## config.mk

```make
export PLATFORM = sky130hd
export DESIGN_NAME = ksa
export DESIGN_NICKNAME = d
export VERILOG_FILES = /design/src/rtl/ksa.sv
export SDC_FILE = /design/constraint.sdc
export NUM_CORES = 1
export LEC_CHECK = 0
export BUFFER_PORTS_ARGS = -buffer_cell sky130_fd_sc_hd__buf_4
export CAP_MARGIN = 20
export CORE_UTILIZATION = 59
export CTS_BUF_LIST = sky130_fd_sc_hd__clkbuf_4 sky130_fd_sc_hd__clkbuf_8
export DETAILED_ROUTE_END_ITERATION = 12
export PLACE_DENSITY = 0.89
export SYNTH_ARGS = -nofsm -noshare
export SYNTH_HDL_FRONTEND = slang
export SYNTH_SLANG_ARGS = --single-unit
```

## constraint.sdc

```tcl
create_clock -name clk -period 3.85 [get_ports clk]
set_input_delay 1.155 -clock clk [delete_from_list [all_inputs] [get_ports clk]]
set_output_delay 1.155 -clock clk [all_outputs]
set_load 0.005 [all_outputs]
```

## src/rtl/ksa.sv

```systemverilog
`default_nettype none
// ---------------------------------------------------------------------------
// ksa : ARC4 key-scheduling stage, permutes the 256x8 S RAM in place.
// Rev 1.0 - initial release
// ---------------------------------------------------------------------------
module ksa #(
  parameter int KEY_LEN = 3
) (
  input  logic                 clk,
  input  logic                 rst,
  input  logic                 en,
  output logic                 rdy,
  input  logic [8*KEY_LEN-1:0] key,
  output logic [7:0]           addr,
  input  logic [7:0]           rddata,
  output logic [7:0]           wrdata,
  output logic                 wren
);

  localparam int c_kiw = (KEY_LEN > 1) ? $clog2(KEY_LEN) : 1;
  localparam logic [c_kiw-1:0] c_klast = c_kiw'(KEY_LEN - 1);

  typedef enum logic [2:0] {
    S_IDLE  = 3'd0,
    S_RD_I  = 3'd1,
    S_CAP_I = 3'd2,
    S_RD_J  = 3'd3,
    S_CAP_J = 3'd4,
    S_WR_I  = 3'd5,
    S_WR_J  = 3'd6
  } state_t;

  state_t               r_state;
  logic [7:0]           r_i;
  logic [7:0]           r_j;
  logic [7:0]           r_si;
  logic [8*KEY_LEN-1:0] r_key;
  logic [c_kiw-1:0]     r_kidx;

  logic [7:0] w_kbytes [KEY_LEN];
  logic [7:0] w_kbyte;
  logic [7:0] w_jnext;

  // Byte 0 of the key schedule is the most significant key byte.
  generate
    for (genvar g = 0; g < KEY_LEN; g++) begin : g_kbyte
      assign w_kbytes[g] = r_key[8*(KEY_LEN-1-g) +: 8];
    end
  endgenerate

  // r_kidx tracks i mod KEY_LEN so no divider is needed.
  assign w_kbyte = w_kbytes[r_kidx];
  assign w_jnext = r_j + rddata + w_kbyte;

  always_ff @(posedge clk) begin
    if (rst) begin
      r_state <= S_IDLE;
      rdy     <= 1'b1;
      wren    <= 1'b0;
      addr    <= 8'd0;
      wrdata  <= 8'd0;
      r_i     <= 8'd0;
      r_j     <= 8'd0;
      r_si    <= 8'd0;
      r_kidx  <= '0;
      r_key   <= '0;
    end else begin
      case (r_state)
        S_IDLE: begin
          wren <= 1'b0;
          if (en) begin
            r_key   <= key;
            r_i     <= 8'd0;
            r_j     <= 8'd0;
            r_kidx  <= '0;
            addr    <= 8'd0;
            rdy     <= 1'b0;
            r_state <= S_RD_I;
          end
        end
        S_RD_I: begin
          r_state <= S_CAP_I;
        end
        S_CAP_I: begin
          r_si    <= rddata;
          r_j     <= w_jnext;
          addr    <= w_jnext;
          r_state <= S_RD_J;
        end
        S_RD_J: begin
          r_state <= S_CAP_J;
        end
        S_CAP_J: begin
          addr    <= r_i;
          wrdata  <= rddata;
          wren    <= 1'b1;
          r_state <= S_WR_I;
        end
        S_WR_I: begin
          addr    <= r_j;
          wrdata  <= r_si;
          r_state <= S_WR_J;
        end
        S_WR_J: begin
          wren   <= 1'b0;
          addr   <= r_i + 8'd1;
          r_kidx <= (r_kidx == c_klast) ? '0 : r_kidx + 1'b1;
          if (r_i == 8'hff) begin
            rdy     <= 1'b1;
            r_state <= S_IDLE;
          end else begin
            r_i     <= r_i + 8'd1;
            r_state <= S_RD_I;
          end
        end
        default: begin
          wren    <= 1'b0;
          rdy     <= 1'b1;
          r_state <= S_IDLE;
        end
      endcase
    end
  end

endmodule
`default_nettype wire

```

; ---- Word level (Yosys, flattened, before mapping)
; Cells that the tools add are included.
; W data, S select, Z words.
[word_totals]
in_bits = 35
register_bits = 71
elab_cells = 60
output_inout_bits = 18
[classes]
n_eq_ne = 11
addsub = 4
n_bitwise = 2
n_lt_le_gt_ge = 1
reduce_logical = 13
n_mux = 19
[ops]
columns = operator, n
row1 = $pmux W8 S2, 3
row2 = $pmux W8 S5, 1
row3 = $mux W8, 4
row4 = $pmux W3 S7, 1
row5 = $add A8 B8 Y8, 2
row6 = $bmux W8 S2, 1
row7 = $eq A3 B3 Y1 const B, 3
row8 = $add A8 B1 Y8 const B, 1
row9 = $eq A8 B8 Y1 const B, 1
row10 = $reduce_and A2 Y1, 4
row11 = $eq A3 B2 Y1 const B, 2
row12 = $ne A2 B2 Y1 const B, 3
row13 = $reduce_and A3 Y1, 2
row14 = $reduce_bool A2 Y1, 3
row15 = $reduce_bool A5 Y1, 1
row16 = $reduce_or A5 Y1, 1
row17 = $mux W2, 2
row18 = $pmux W2 S2, 1
row19 = $reduce_or A4 Y1, 1
row20 = $eq A3 B1 Y1 const B, 1
row21 = $ge A3 B3 Y1 const B, 1
row22 = $logic_not A3 Y1, 1
row23 = $mux W1, 3
row24 = $mux W3, 1
row25 = 6 further kinds, 6

; ---- Longest topological paths before layout
[depth]
ltp_word = 6
ltp_mapped = 13
ltp_nobuf = 12

; ---- Worst setup path after synthesis
; OpenSTA, ideal clock, no wires.
[synth_path]
kind = input to register
start = in rddata[1]
end = reg addr[7]
required_time_ps = 3719
path_buffers = 0
arrival_ps = 3090
setup_time_ps = 131
cell_stages = 10
path_slack_ps = 629
cell_sequence = inv_1 -> fa_1 -> inv_1 -> ha_1 -> fa_1 -> a211oi_1 -> o21bai_1 -> a21oi_1 -> xnor2_1 -> o31ai_1
[synth_between]
elab_chain_cells = 3
[synth_lines]
columns = item, line
row1 = start: declaration, 15  ; input logic [7:0] rddata,
row2 = $add A8 B8 Y8 (2 in series), 53  ; assign w_jnext = r_j + rddata + w_kbyte;
row3 = $pmux W8 S5, 68  ; case (r_state)
row4 = end signal: assignment, 87  ; addr <= w_jnext;
row5 = end signal: assignment, 94  ; addr <= r_i;
row6 = end signal: assignment, 100  ; addr <= r_j;
row7 = end: declaration, 14  ; output logic [7:0] addr,
; Every way passes these cells.
; A chain may end at the register's enable or synchronous reset.

; ---- Final worst setup path
[layout_path]
start = reg r_kidx[1]
end = reg r_j[7]
[layout_between]
elab_chain_cells = 6
[layout_lines]
columns = item, line
row1 = start: declaration, 38  ; logic [c_kiw-1:0] r_kidx;
row2 = start signal: assignment, 107  ; r_kidx <= (r_kidx == c_klast) ? '0 : r_kidx + 1'b1;
row3 = $not A2 Y3 (implied by the code), 52  ; assign w_kbyte = w_kbytes[r_kidx];
row4 = $bmux W8 S2, 52
row5 = $mux W8 (implied by the code) (2 in series), 52
row6 = $add A8 B8 Y8, 53
row7 = $pmux W8 S2, 68
row8 = end signal: assignment, 86  ; r_j <= w_jnext;
row9 = end: declaration, 35  ; logic [7:0] r_j;
; Every way passes these cells. The select of a mux whose other input is x is not followed.

==> metrics.yaml <==
worst-path-max-fanout: 12
die_x_microns: 80
cts-resized-gates: 0
drv_slew: 0
setup_slack_ns: 0.4081
avgSynthCellArea_sq_um: 8.567
post_cts_buffers: 0
synth_area_sq_mm: 0.003590
path_clk_slew_ns: 0.07
cts_tree: "yes"
cp-start-kind: "flip-flop"
crit_type: "reg2reg"
layout-drive-gt1-share_pct: 18.04
pre_cts_slack_ns: 0.3531
grtUsageTotal_pct: 28.66
hold_violations: 0
fin_util_pct: 70.24
firstDrtPassIters: 5
clock_skew_ns: 0.009765
wire_per_inst_microns: 15.87
drc_errors: 0
synth_ff_type: "dfxtp_1"
synth_top_cell_by_area: "dfxtp_1"
rsz0062_at_grt: "no"
fmax_ghz: 0.2905
clock_latency_ns: 0.35
ctsHoldBuffers: 0
cts_buffer_depth: 2
finalWirelength_microns: 8490
cts_root_buf: "clkbuf_8"
grt_overflow: 0
fill_cells: 472
num_antenna_cells: 0
slew_headroom_pct: 37.68
cts_buffers: 9
place_hpwl_microns: 5792
drv_cap: 0
crit_buf_inv: 1
crit_arrival_ns: 3.70
die_h_microns: 80
start_util_pct: 60.99
finalCritPeriodShare_pct: 89.40
synth_cell_types: 48
critPathTopFamily: "adder cells"
ys_ff_latch: 71
setup_viol: 0
status: "completed"
synthArstFlopShare_pct: 0
num_io_pins: 53
max_slew.worst_pin.slew_ns: 0.9320
yosysWarningCount: 0
synth.top_cell.area_share_pct: 39.60
required_ns: 4.11
grt_pass1_vias: 2864
final_common_cell: "nand2_1"
core_area_sq_mm: 0.005886
slowest_stage: "dfxtp_1"
synth_edf_count: 0
max_stage_delay_ns: 0.51
htree_levels: 3
netlist_instances: 419
vias_per_cell: 5.763
crit_chain: "nor2b_1 > a21oi_1 > fa_1 > inv_1 > ha_1 > fa_1 > a211oi_1 > o21bai_1 > a21oi_1 > xnor2_1 > o31ai_1"
synth_area_leaders: "dfxtp_1 40%, nand2_1 9.1%, a21oi_1 7.0%"
cp-end-kind: "flip-flop"
whs_ns: 0.4562
nNetsFinal: 506
syn_nets: 469
powerDensity_mw_per_mm2: 419.2
antenna_left: 0
portBuffers: 52
ir_drop_mv: 0.2637
power.leakage_uw: 0.001624
syn2layout_area_growth_pct: 15.16
grt_max_degree: 74
setup_tns_ns: 0
gp_congestion: 0.8950
ys_seq_area_share_pct: 39.60
cts_num_sinks: 71
hold_path_class: "reg2reg"
via_count: 3083
period_minus_slack_ns: 3.442
placement_rows: 28
final_cell_mix: "87 x nand2_1, 71 x dfxtp_1, 56 x buf_4, 50 x a21oi_1, 33 x nor2_1"
drtIter0Drc: 262
antenna_found_initial: 0
design.die.area_sq_mm: 0.006400
grt_first_pass_wirelength_microns: 13740
flip-flops by register name, summed over array words and instances, names as in the netlist:
signal	count
r_key	24
addr	8
r_i	8
r_j	8
r_si	8
wrdata	8
r_state	3
r_kidx	2
rdy	1
wren	1
Yosys cell counts (3+ instances only):
master / n
nand2_1: 87
dfxtp_1: 71
a21oi_1: 50
nor2_1: 33
mux2i_1: 19
o21ai_0: 14
clkbuf_1: 12
a211oi_1: 10
buf_2: 8
fa_1: 8
xnor2_1: 8
a22oi_1: 7
buf_4: 7
ha_1: 7
inv_1: 6
nor3_1: 6
nand3_1: 5
nand3b_1: 5
xor2_1: 5
a31oi_1: 4
mux2_2: 4
nor2b_1: 4
a21o_1: 3
a222oi_1: 3
buf_6: 3
o21bai_1: 3
final cells by class:
type / count / area, sq um / share of cell area, %
tap: 75 / 93.84 / 2.270
multi-input combinational: 312 / 1974 / 47.76
inverter: 6 / 22.52 / 0.5448
clock inverter: 3 / 42.54 / 1.029
clock buffer: 12 / 158.9 / 3.844
timing repair buffer: 56 / 420.4 / 10.17
sequential: 71 / 1421 / 34.38
per-stage QoR:
stage / power [uW] / instances / cell area [sq um]
floorplan: 1041 / 419 / 3590
global placement: 1125 / 520 / 3933
detailed placement: 1133 / 520 / 3933
CTS: 1734 / 535 / 4134
global route: 1817 / 535 / 4134
finish: 1733 / 535 / 4134
power by group:
group / leakage (uW) / switching [uW] / internal (uW) / total, uW
sequential: 0.000578 / 37.5 / 776 / 814
clock: 0.000102 / 272 / 337 / 609
combinational: 0.000945 / 173 / 137 / 310
total: 0.00162 / 482 / 1250 / 1730
cell families after synthesis:
family                   share of synthesized area (%)
AND/OR/NAND/NOR                                  19.55
AO/OA/AOI/OAI                                    18.82
flip-flops                                       39.60
buffers and inverters                            5.402
multiplexers                                     6.553
adder cells (fa/ha/maj)                          6.901
XOR/XNOR                                         3.172
tightest hold or removal path: stages, from the launching register on:
cell and delay [ns]:
dfxtp_1 0.31, nand2_1 0.05, a21oi_1 0.05
metal layers:
| metal | vias up | global-route usage [%] | wire length, microns |
|---|---|---|---|
| li1 | 1525 | - | - |
| met1 | 1425 | 35.91 | 3652 |
| met2 | 111 | 47.44 | 4127 |
| met3 | 22 | 7.200 | 538 |
| met4 | 0 | 10.36 | 171 |
| met5 | - | 0 | 0 |
worst paths after layout:
check                    to  slack, ns       from  cells past startpoint
setup / recovery     r_j[7]       0.41  r_kidx[1]                     11
hold / removal    r_key[15]       0.46  r_key[15]                      2
setup reg to reg     r_j[7]       0.41  r_kidx[1]                     11
hold reg to reg   r_key[15]       0.46  r_key[15]                      2
No activity file was read; power rests on OpenSTA's default activity.
